--- src/rtl/alu_issue_ctrl.sv ---
// Issue controller for the 64-bit FP/integer ALU. It queues requests, holds operands
// stable for a per-opcode latency and returns the result with its tag.
module alu_issue_ctrl #(
    parameter int DEPTH      = 4,
    parameter int LAT_LOGIC  = 2,
    parameter int LAT_ADDSUB = 3,
    parameter int LAT_MUL    = 4,
    parameter int LAT_DIV    = 68
) (
    input  logic                     clk,
    input  logic                     reset,
    input  logic                     req_valid,
    output logic                     req_ready,
    input  logic [3:0]               req_op,
    input  logic [63:0]              req_a,
    input  logic [63:0]              req_b,
    input  logic [3:0]               req_tag,
    output logic [3:0]               alu_op,
    output logic [63:0]              alu_a,
    output logic [63:0]              alu_b,
    input  logic [63:0]              alu_result,
    input  logic                     alu_exc,
    input  logic                     alu_ovf,
    input  logic                     alu_unf,
    output logic                     rsp_valid,
    input  logic                     rsp_ready,
    output logic [63:0]              rsp_data,
    output logic [3:0]               rsp_tag,
    output logic [2:0]               rsp_flags,
    output logic                     rsp_illegal,
    output logic                     busy,
    output logic [$clog2(DEPTH):0]   fifo_count
);
    localparam int AW = $clog2(DEPTH);
    localparam logic [AW:0] FULL = (AW+1)'(DEPTH);

    localparam logic [1:0] IDLE = 2'd0;
    localparam logic [1:0] EXEC = 2'd1;
    localparam logic [1:0] RESP = 2'd2;

    typedef struct packed {
        logic [3:0]  op;
        logic [63:0] a;
        logic [63:0] b;
        logic [3:0]  tag;
    } req_t;

    req_t          mem [DEPTH];
    req_t          head;
    logic [AW-1:0] wr_ptr, rd_ptr;
    logic [AW:0]   count;
    logic [1:0]    state;
    logic [7:0]    cnt;
    logic [7:0]    head_lat;
    logic          head_legal;
    logic          fifo_empty, push, pop;

    assign fifo_empty = (count == '0);
    // Held low while reset is asserted so every output reads 0 during reset.
    assign req_ready  = reset && (count != FULL);
    assign push       = req_valid && req_ready;
    assign pop        = !fifo_empty && (state == IDLE || (state == RESP && rsp_ready));
    assign head       = mem[rd_ptr];

    assign rsp_valid  = (state == RESP);
    assign busy       = (state != IDLE) || !fifo_empty;
    assign fifo_count = count;

    always_comb begin
        head_legal = 1'b1;
        head_lat   = 8'(LAT_LOGIC);
        case (head.op)
            4'd1, 4'd2: head_lat = 8'(LAT_ADDSUB);
            4'd3:       head_lat = 8'(LAT_MUL);
            4'd4:       head_lat = 8'(LAT_DIV);
            4'd5, 4'd6, 4'd7, 4'd8, 4'd9, 4'd10, 4'd11: head_lat = 8'(LAT_LOGIC);
            default:    head_legal = 1'b0;
        endcase
    end

    always_ff @(posedge clk) begin
        if (push) mem[wr_ptr] <= '{op: req_op, a: req_a, b: req_b, tag: req_tag};
    end

    always_ff @(posedge clk or negedge reset) begin
        if (!reset) begin
            wr_ptr <= '0;
            rd_ptr <= '0;
            count  <= '0;
        end else begin
            if (push) wr_ptr <= wr_ptr + AW'(1);
            if (pop)  rd_ptr <= rd_ptr + AW'(1);
            case ({push, pop})
                2'b10:   count <= count + (AW+1)'(1);
                2'b01:   count <= count - (AW+1)'(1);
                default: ;
            endcase
        end
    end

    always_ff @(posedge clk or negedge reset) begin
        if (!reset) begin
            state       <= IDLE;
            cnt         <= '0;
            alu_op      <= '0;
            alu_a       <= '0;
            alu_b       <= '0;
            rsp_data    <= '0;
            rsp_tag     <= '0;
            rsp_flags   <= '0;
            rsp_illegal <= 1'b0;
        end else begin
            case (state)
                IDLE: ;
                EXEC: begin
                    // Last hold cycle: the ALU's registered output now reflects these operands.
                    if (cnt == 8'd1) begin
                        rsp_data    <= alu_result;
                        rsp_flags   <= {alu_exc, alu_ovf, alu_unf};
                        rsp_illegal <= 1'b0;
                        alu_op      <= '0;
                        state       <= RESP;
                    end
                    cnt <= cnt - 8'd1;
                end
                RESP:    if (rsp_ready && fifo_empty) state <= IDLE;
                default: state <= IDLE;
            endcase
            // Issue from IDLE or on the response handshake, giving back-to-back operation.
            if (pop) begin
                rsp_tag <= head.tag;
                if (head_legal) begin
                    alu_op <= head.op;
                    alu_a  <= head.a;
                    alu_b  <= head.b;
                    cnt    <= head_lat;
                    state  <= EXEC;
                end else begin
                    rsp_data    <= '0;
                    rsp_flags   <= '0;
                    rsp_illegal <= 1'b1;
                    state       <= RESP;
                end
            end
        end
    end
endmodule

--- config.mk ---
export PLATFORM = sky130hd
export DESIGN_NAME = alu_issue_ctrl
export DESIGN_NICKNAME = d
export VERILOG_FILES = /design/src/rtl/alu_issue_ctrl.sv
export SDC_FILE = /design/constraint.sdc
export NUM_CORES = 1
export LEC_CHECK = 0
export ABC_CLOCK_PERIOD_IN_PS = 5400
export CAP_MARGIN = 10
export CORE_MARGIN = 4
export CORE_UTILIZATION = 43
export DETAILED_ROUTE_END_ITERATION = 10
export PLACE_DENSITY_LB_ADDON = 0.15
export SLEW_MARGIN = 0
export SYNTH_ARGS = -nofsm -noshare
export SYNTH_HDL_FRONTEND = slang
export SYNTH_SLANG_ARGS = --single-unit
--- constraint.sdc ---
create_clock -name clk -period 5.4 [get_ports clk]
set_input_delay 0.54 -clock clk [delete_from_list [all_inputs] [get_ports clk]]
set_output_delay 0.54 -clock clk [all_outputs]
set_load 0.01 [all_outputs]
* Yosys cells after proc, flatten, opt, wreduce, memory -nomap -nowiden
Memories as Yosys holds them, arrays and structs flattened. Cells that the tools add are included.
Operators by class: $add $sub $neg 5, eq/ne operators 20, mux-type cells 29, reductions and logical operators 16
Operators with widths (count):
- $mux W64 | 4
- $mux W8 | 3
- $pmux W7 S3 | 1
- $eq A4 B3 Y1 const B | 4
- $eq A4 B4 Y1 const B | 4
- $mux W4 | 4
- $mux W3 | 4
- $reduce_or A11 Y1 | 1
- $eq A4 B2 Y1 const B | 2
- $eq A8 B1 Y1 const B | 1
- $mux W2 | 4
- $sub A8 B1 Y8 const B | 1
- $mux W1 | 7
- $ne A3 B3 Y1 const B | 2
- $pmux W2 S3 | 1
- $pmux W3 S2 | 1
- $logic_and A1 B1 Y1 | 5
- $add A2 B1 Y2 const B | 2
- $eq A2 B1 Y1 const B | 2
- $eq A2 B2 Y1 const B | 2
- $eq A4 B1 Y1 const B | 1
- $reduce_bool A2 Y1 | 2
- $add A3 B1 Y3 const B | 1
- $logic_not A3 Y1 | 1
- 9 further kinds | 10
Word-level totals: flip-flop bits (word level) 221, memory bits (writable) 544, logic and storage cells 83, memories kept 1
Memories:
- mem | depth 4, width 136, rd ports 1, clocked after memory_dff 0, write ports 1, line 48 | req_t mem [DEPTH];

* Depth between registers and ports, before layout
word-level depth 6, gate-level depth with buffers 10

* Worst setup path after synthesis
Ideal clock, no wire load.
path kind register -> register, start reg count[0] (netlist: fifo_count[0]), end mem mem[0][0] (netlist name) (enable), setup time 0.513 ns, arrival 4.187 ns, required time 4.887 ns, path slack 0.700 ns, stages on the path, launching flop included 4, path buffers 0, period minus slack after synthesis 4.700 ns, path through dfrtp_1 inv_1 a31oi_1 and3_1
Between the ends: word-level cells in the longest chain between the ends 5
Ends and longest elaborated chain:
- from (decl) | line 51 | logic [AW:0] count;
- from (signal assigned) | line 94 | 2'b10: count <= count + (AW+1)'(1);
- from (signal assigned) | line 95 | 2'b01: count <= count - (AW+1)'(1);
- $ne A3 B3 Y1 | line 60 | assign req_ready = reset && (count != FULL);
- $logic_and A1 B1 Y1 | line 60
- named net req_ready | line 13 | output logic req_ready,
- $logic_and A1 B1 Y1 | line 61 | assign push = req_valid && req_ready;
- $mux W1 | line 82 | if (push) mem[wr_ptr] <= '{op: req_op, a: req_a, b: req_b, tag: req_tag};
- $mux W1 (implied by the code) | line 82
- to (decl) | line 48
The timed path passes the listed nets, and every way through them passes these cells.

* Worst setup path after layout
start in reset, end out req_ready
Between the ends: word-level cells in the longest chain between the ends 1
Ends and longest elaborated chain:
- from (decl) | line 11 | input logic reset,
- $logic_and A1 B1 Y1 | line 60
- to (decl) | line 13
Every way passes these cells.

==> impl_metrics.env <==
export IMPL_outcome="complete, no violations"
export IMPL_ant_nets=0
export IMPL_final_nets=2080
export IMPL_grt_max_degree=74
export IMPL_synth_top_cell_by_area="edfxtp_1"
export IMPL_cts_resized=0
export IMPL_seq_area_mm2=0.0219
export IMPL_gp_congestion=0.832
export IMPL_cts_sinks=765
export IMPL_vias_per_cell=5.13
export IMPL_wirelength_um=64100
export IMPL_dp_hpwl_um=38000
export IMPL_fin_skew_ps=19.3
export IMPL_core_mm2=0.0660
export IMPL_numCtsBuffers=81
export IMPL_synth_area_leaders="edfxtp_1 57%, dfrtp_1 19%, mux4_2 11%, mux2_4 5.2%, nand2_1 2.1%"
export IMPL_cp_arrival_ps=2810
export IMPL_clkSlewWorstSetupHoldPaths_ps=50
export IMPL_clk_path_buf_depth=3
export IMPL_synthesis_area_mm2=0.0287
export IMPL_die_w_um=266
export IMPL_io_pins=417
export IMPL_vias=14379
export IMPL_slew_limit_headroom_pct=38.3
export IMPL_worst_path_max_fanout=70
export IMPL_final_max_slew_viol_count=0
export IMPL_avgSynthCellArea_um2=20.3
export IMPL_overflow=0
export IMPL_die_area_mm2=0.0710
export IMPL_dr_pass1_iters=5
export IMPL_finalWorstSetupSlack_ps=2050
export IMPL_tightest_slew_ps=926
export IMPL_syn_nets=1628
export IMPL_layout_drive_gt1_share_pct=20.1
export IMPL_final_setup_tns_ps=0
export IMPL_grt_pass1_wl_um=96100
export IMPL_multi_input_area_mm2=0.00647
export IMPL_ir_drop_v=0.000296
export IMPL_yosys_warnings=0
export IMPL_powerDensity_mw_per_mm2=564
export IMPL_synth_common_cells="544 x edfxtp_1, 221 x dfrtp_1, 157 x nand2_1"
export IMPL_start_kind="input port"
export IMPL_cts_tree="done"
export IMPL_cap_viol_max_count=0
export IMPL_ys_seq_area_share_pct=76.1
export IMPL_insertion_delay_ps=610
export IMPL_drt_iter0_drc=751
export IMPL_wl_per_cell_um=22.8
export IMPL_num_fill_cells=5082
export IMPL_cp_end_kind="output pin"
export IMPL_io_buffers=416
export IMPL_yosysMostFrequentCell="edfxtp_1"
export IMPL_start_util_pct=43.5
export IMPL_setup_viol=0
export IMPL_htree_levels=3
export IMPL_hold_viol=0
export IMPL_fin_util_pct=55.6
export IMPL_postSynthCellCount=1413
export IMPL_hold_path_class="in -> async"
export IMPL_rows=94
export IMPL_timing_final_crit_share_pct=62.0
export IMPL_grt_pass1_vias=15612
export IMPL_clock_fmax_mhz=299
export IMPL_root_buffer="clkbuf_16"
export IMPL_place_ws_ps=2120
export IMPL_period_minus_slack_ps=3350
export IMPL_ys_seq_elements=765
export IMPL_synth_edf_count=544
export IMPL_die_h_um=266
export IMPL_setup_worst_path_class="in -> out"
export IMPL_yosys_cell_types_count=47
export IMPL_antenna_found_initial=15
export IMPL_synth_top_flop_cell="edfxtp_1"
export IMPL_synth_top_area_share_pct=56.9
export IMPL_track_usage_pct=17.9
export IMPL_route_detailed_drc=0
export IMPL_async_flop_share_pct=28.9
export IMPL_rsz0062_at_grt="no"
export IMPL_area_growth_pct=27.7
export IMPL_p_leak_uw=0.0130
export IMPL_cp_data_required_time_ps=4860
[cell type report]
type / count / area share, %
well taps: 864 / 2.95
flip-flops and latches: 765 / 59.6
clock inverters: 33 / 1.06
diodes: 8 / 0.0546
repair buffers: 437 / 12.2
clock buffers: 117 / 6.28
inverters: 11 / 0.113
multi-input cells: 569 / 17.6
[metrics by stage]
stage	instance area, um2	total power [uW]	instances	hold WS, ps
floorplan	28700	12600	1413	244
global placement	33900	15300	2643	458
detailed placement	34000	15400	2645	465
CTS	36700	21000	2796	431
global route	36700	21800	2798	463
finish	36700	20700	2804	471
[final timing paths]
path	slack, ps	start	end	cells past startpoint
worst max-delay path	2050	reset	req_ready	5
worst min-delay path	470	reset	rsp_data[46]$_DFF_PN0_	2
worst max register to register	2130	rd_ptr[0]$_DFFE_PN0N_	alu_a[19]$_DFFE_PN0P_	5
worst min register to register	470	rsp_tag[3]$_DFFE_PN0N_	rsp_tag[3]$_DFFE_PN0N_	2
max in group asynchronous	2840	reset	alu_a[11]$_DFFE_PN0P_	4
min in group clk	470	rsp_tag[3]$_DFFE_PN0N_	rsp_tag[3]$_DFFE_PN0N_	2
[routing by layer]
metal | wire length, um | up-vias | global-route usage (%)
met5 | 97 | - | 0
met4 | 1420 | 14 | 5.13
met3 | 5000 | 109 | 5.84
met2 | 32000 | 380 | 30.5
met1 | 25600 | 7460 | 22.3
li1 | - | 6416 | -
[sequential cells by signal, indices dropped and copies added, names as in the netlist]
register,cells
mem,544
rd_ptr,2
alu_a,64
fifo_count,3
wr_ptr,2
state,2
cnt,8
rsp_tag,4
rsp_data,64
rsp_flags,3
alu_op,4
rsp_illegal,1
alu_b,64
[worst max-delay path: stages]
cell and delay [ps]:
dlygate4sd3_1 560, buf_8 400, inv_1 80, a31oi_1 460, clkdlybuf4s50_1 680
[repair_timing]
action	in CTS	in global routing
buffers inserted	0	0
hold buffers	1	0
endpoints found under the setup margin	0	0
endpoints found under the hold margin	67	0
[power breakdown]
part	internal, uW	total [uW]	switching, uW
clock	3310	5530	2210
combinational	3870	6850	2980
sequential	7600	8300	699
total	14800	20700	5890
[cells by family (layout without fill, tap and decap cells)]
kind of cell	count (synthesis)	count (layout)	share of synthesized area, %
mux	268	268	17.1
buf+inv	79	598	1.46
simple gates	197	197	2.94
other cells	0	8	0
flops	765	765	76.1
compound gates	83	83	1.55
fa+ha+maj	8	8	0.375
xor+xnor	13	13	0.396
[layout by cell type (no fill, tap or decap), types with 7 or more instances in the layout]
| master | count |
|---|---|
| mux2_1 | 30 |
| edfxtp_1 | 544 |
| a21oi_1 | 68 |
| bufinv_16 | 7 |
| diode_2 | 8 |
| clkinv_2 | 9 |
| xnor2_1 | 8 |
| buf_4 | 7 |
| ha_1 | 7 |
| buf_12 | 13 |
| clkbuf_1 | 24 |
| nor2_1 | 12 |
| clkdlybuf4s50_1 | 415 |
| clkinv_1 | 8 |
| mux2_4 | 100 |
| mux4_2 | 136 |
| nand2_1 | 157 |
| clkbuf_16 | 83 |
| clkbuf_8 | 10 |
| dfrtp_1 | 219 |
| inv_1 | 10 |
Power figures use the tool's default switching activity.
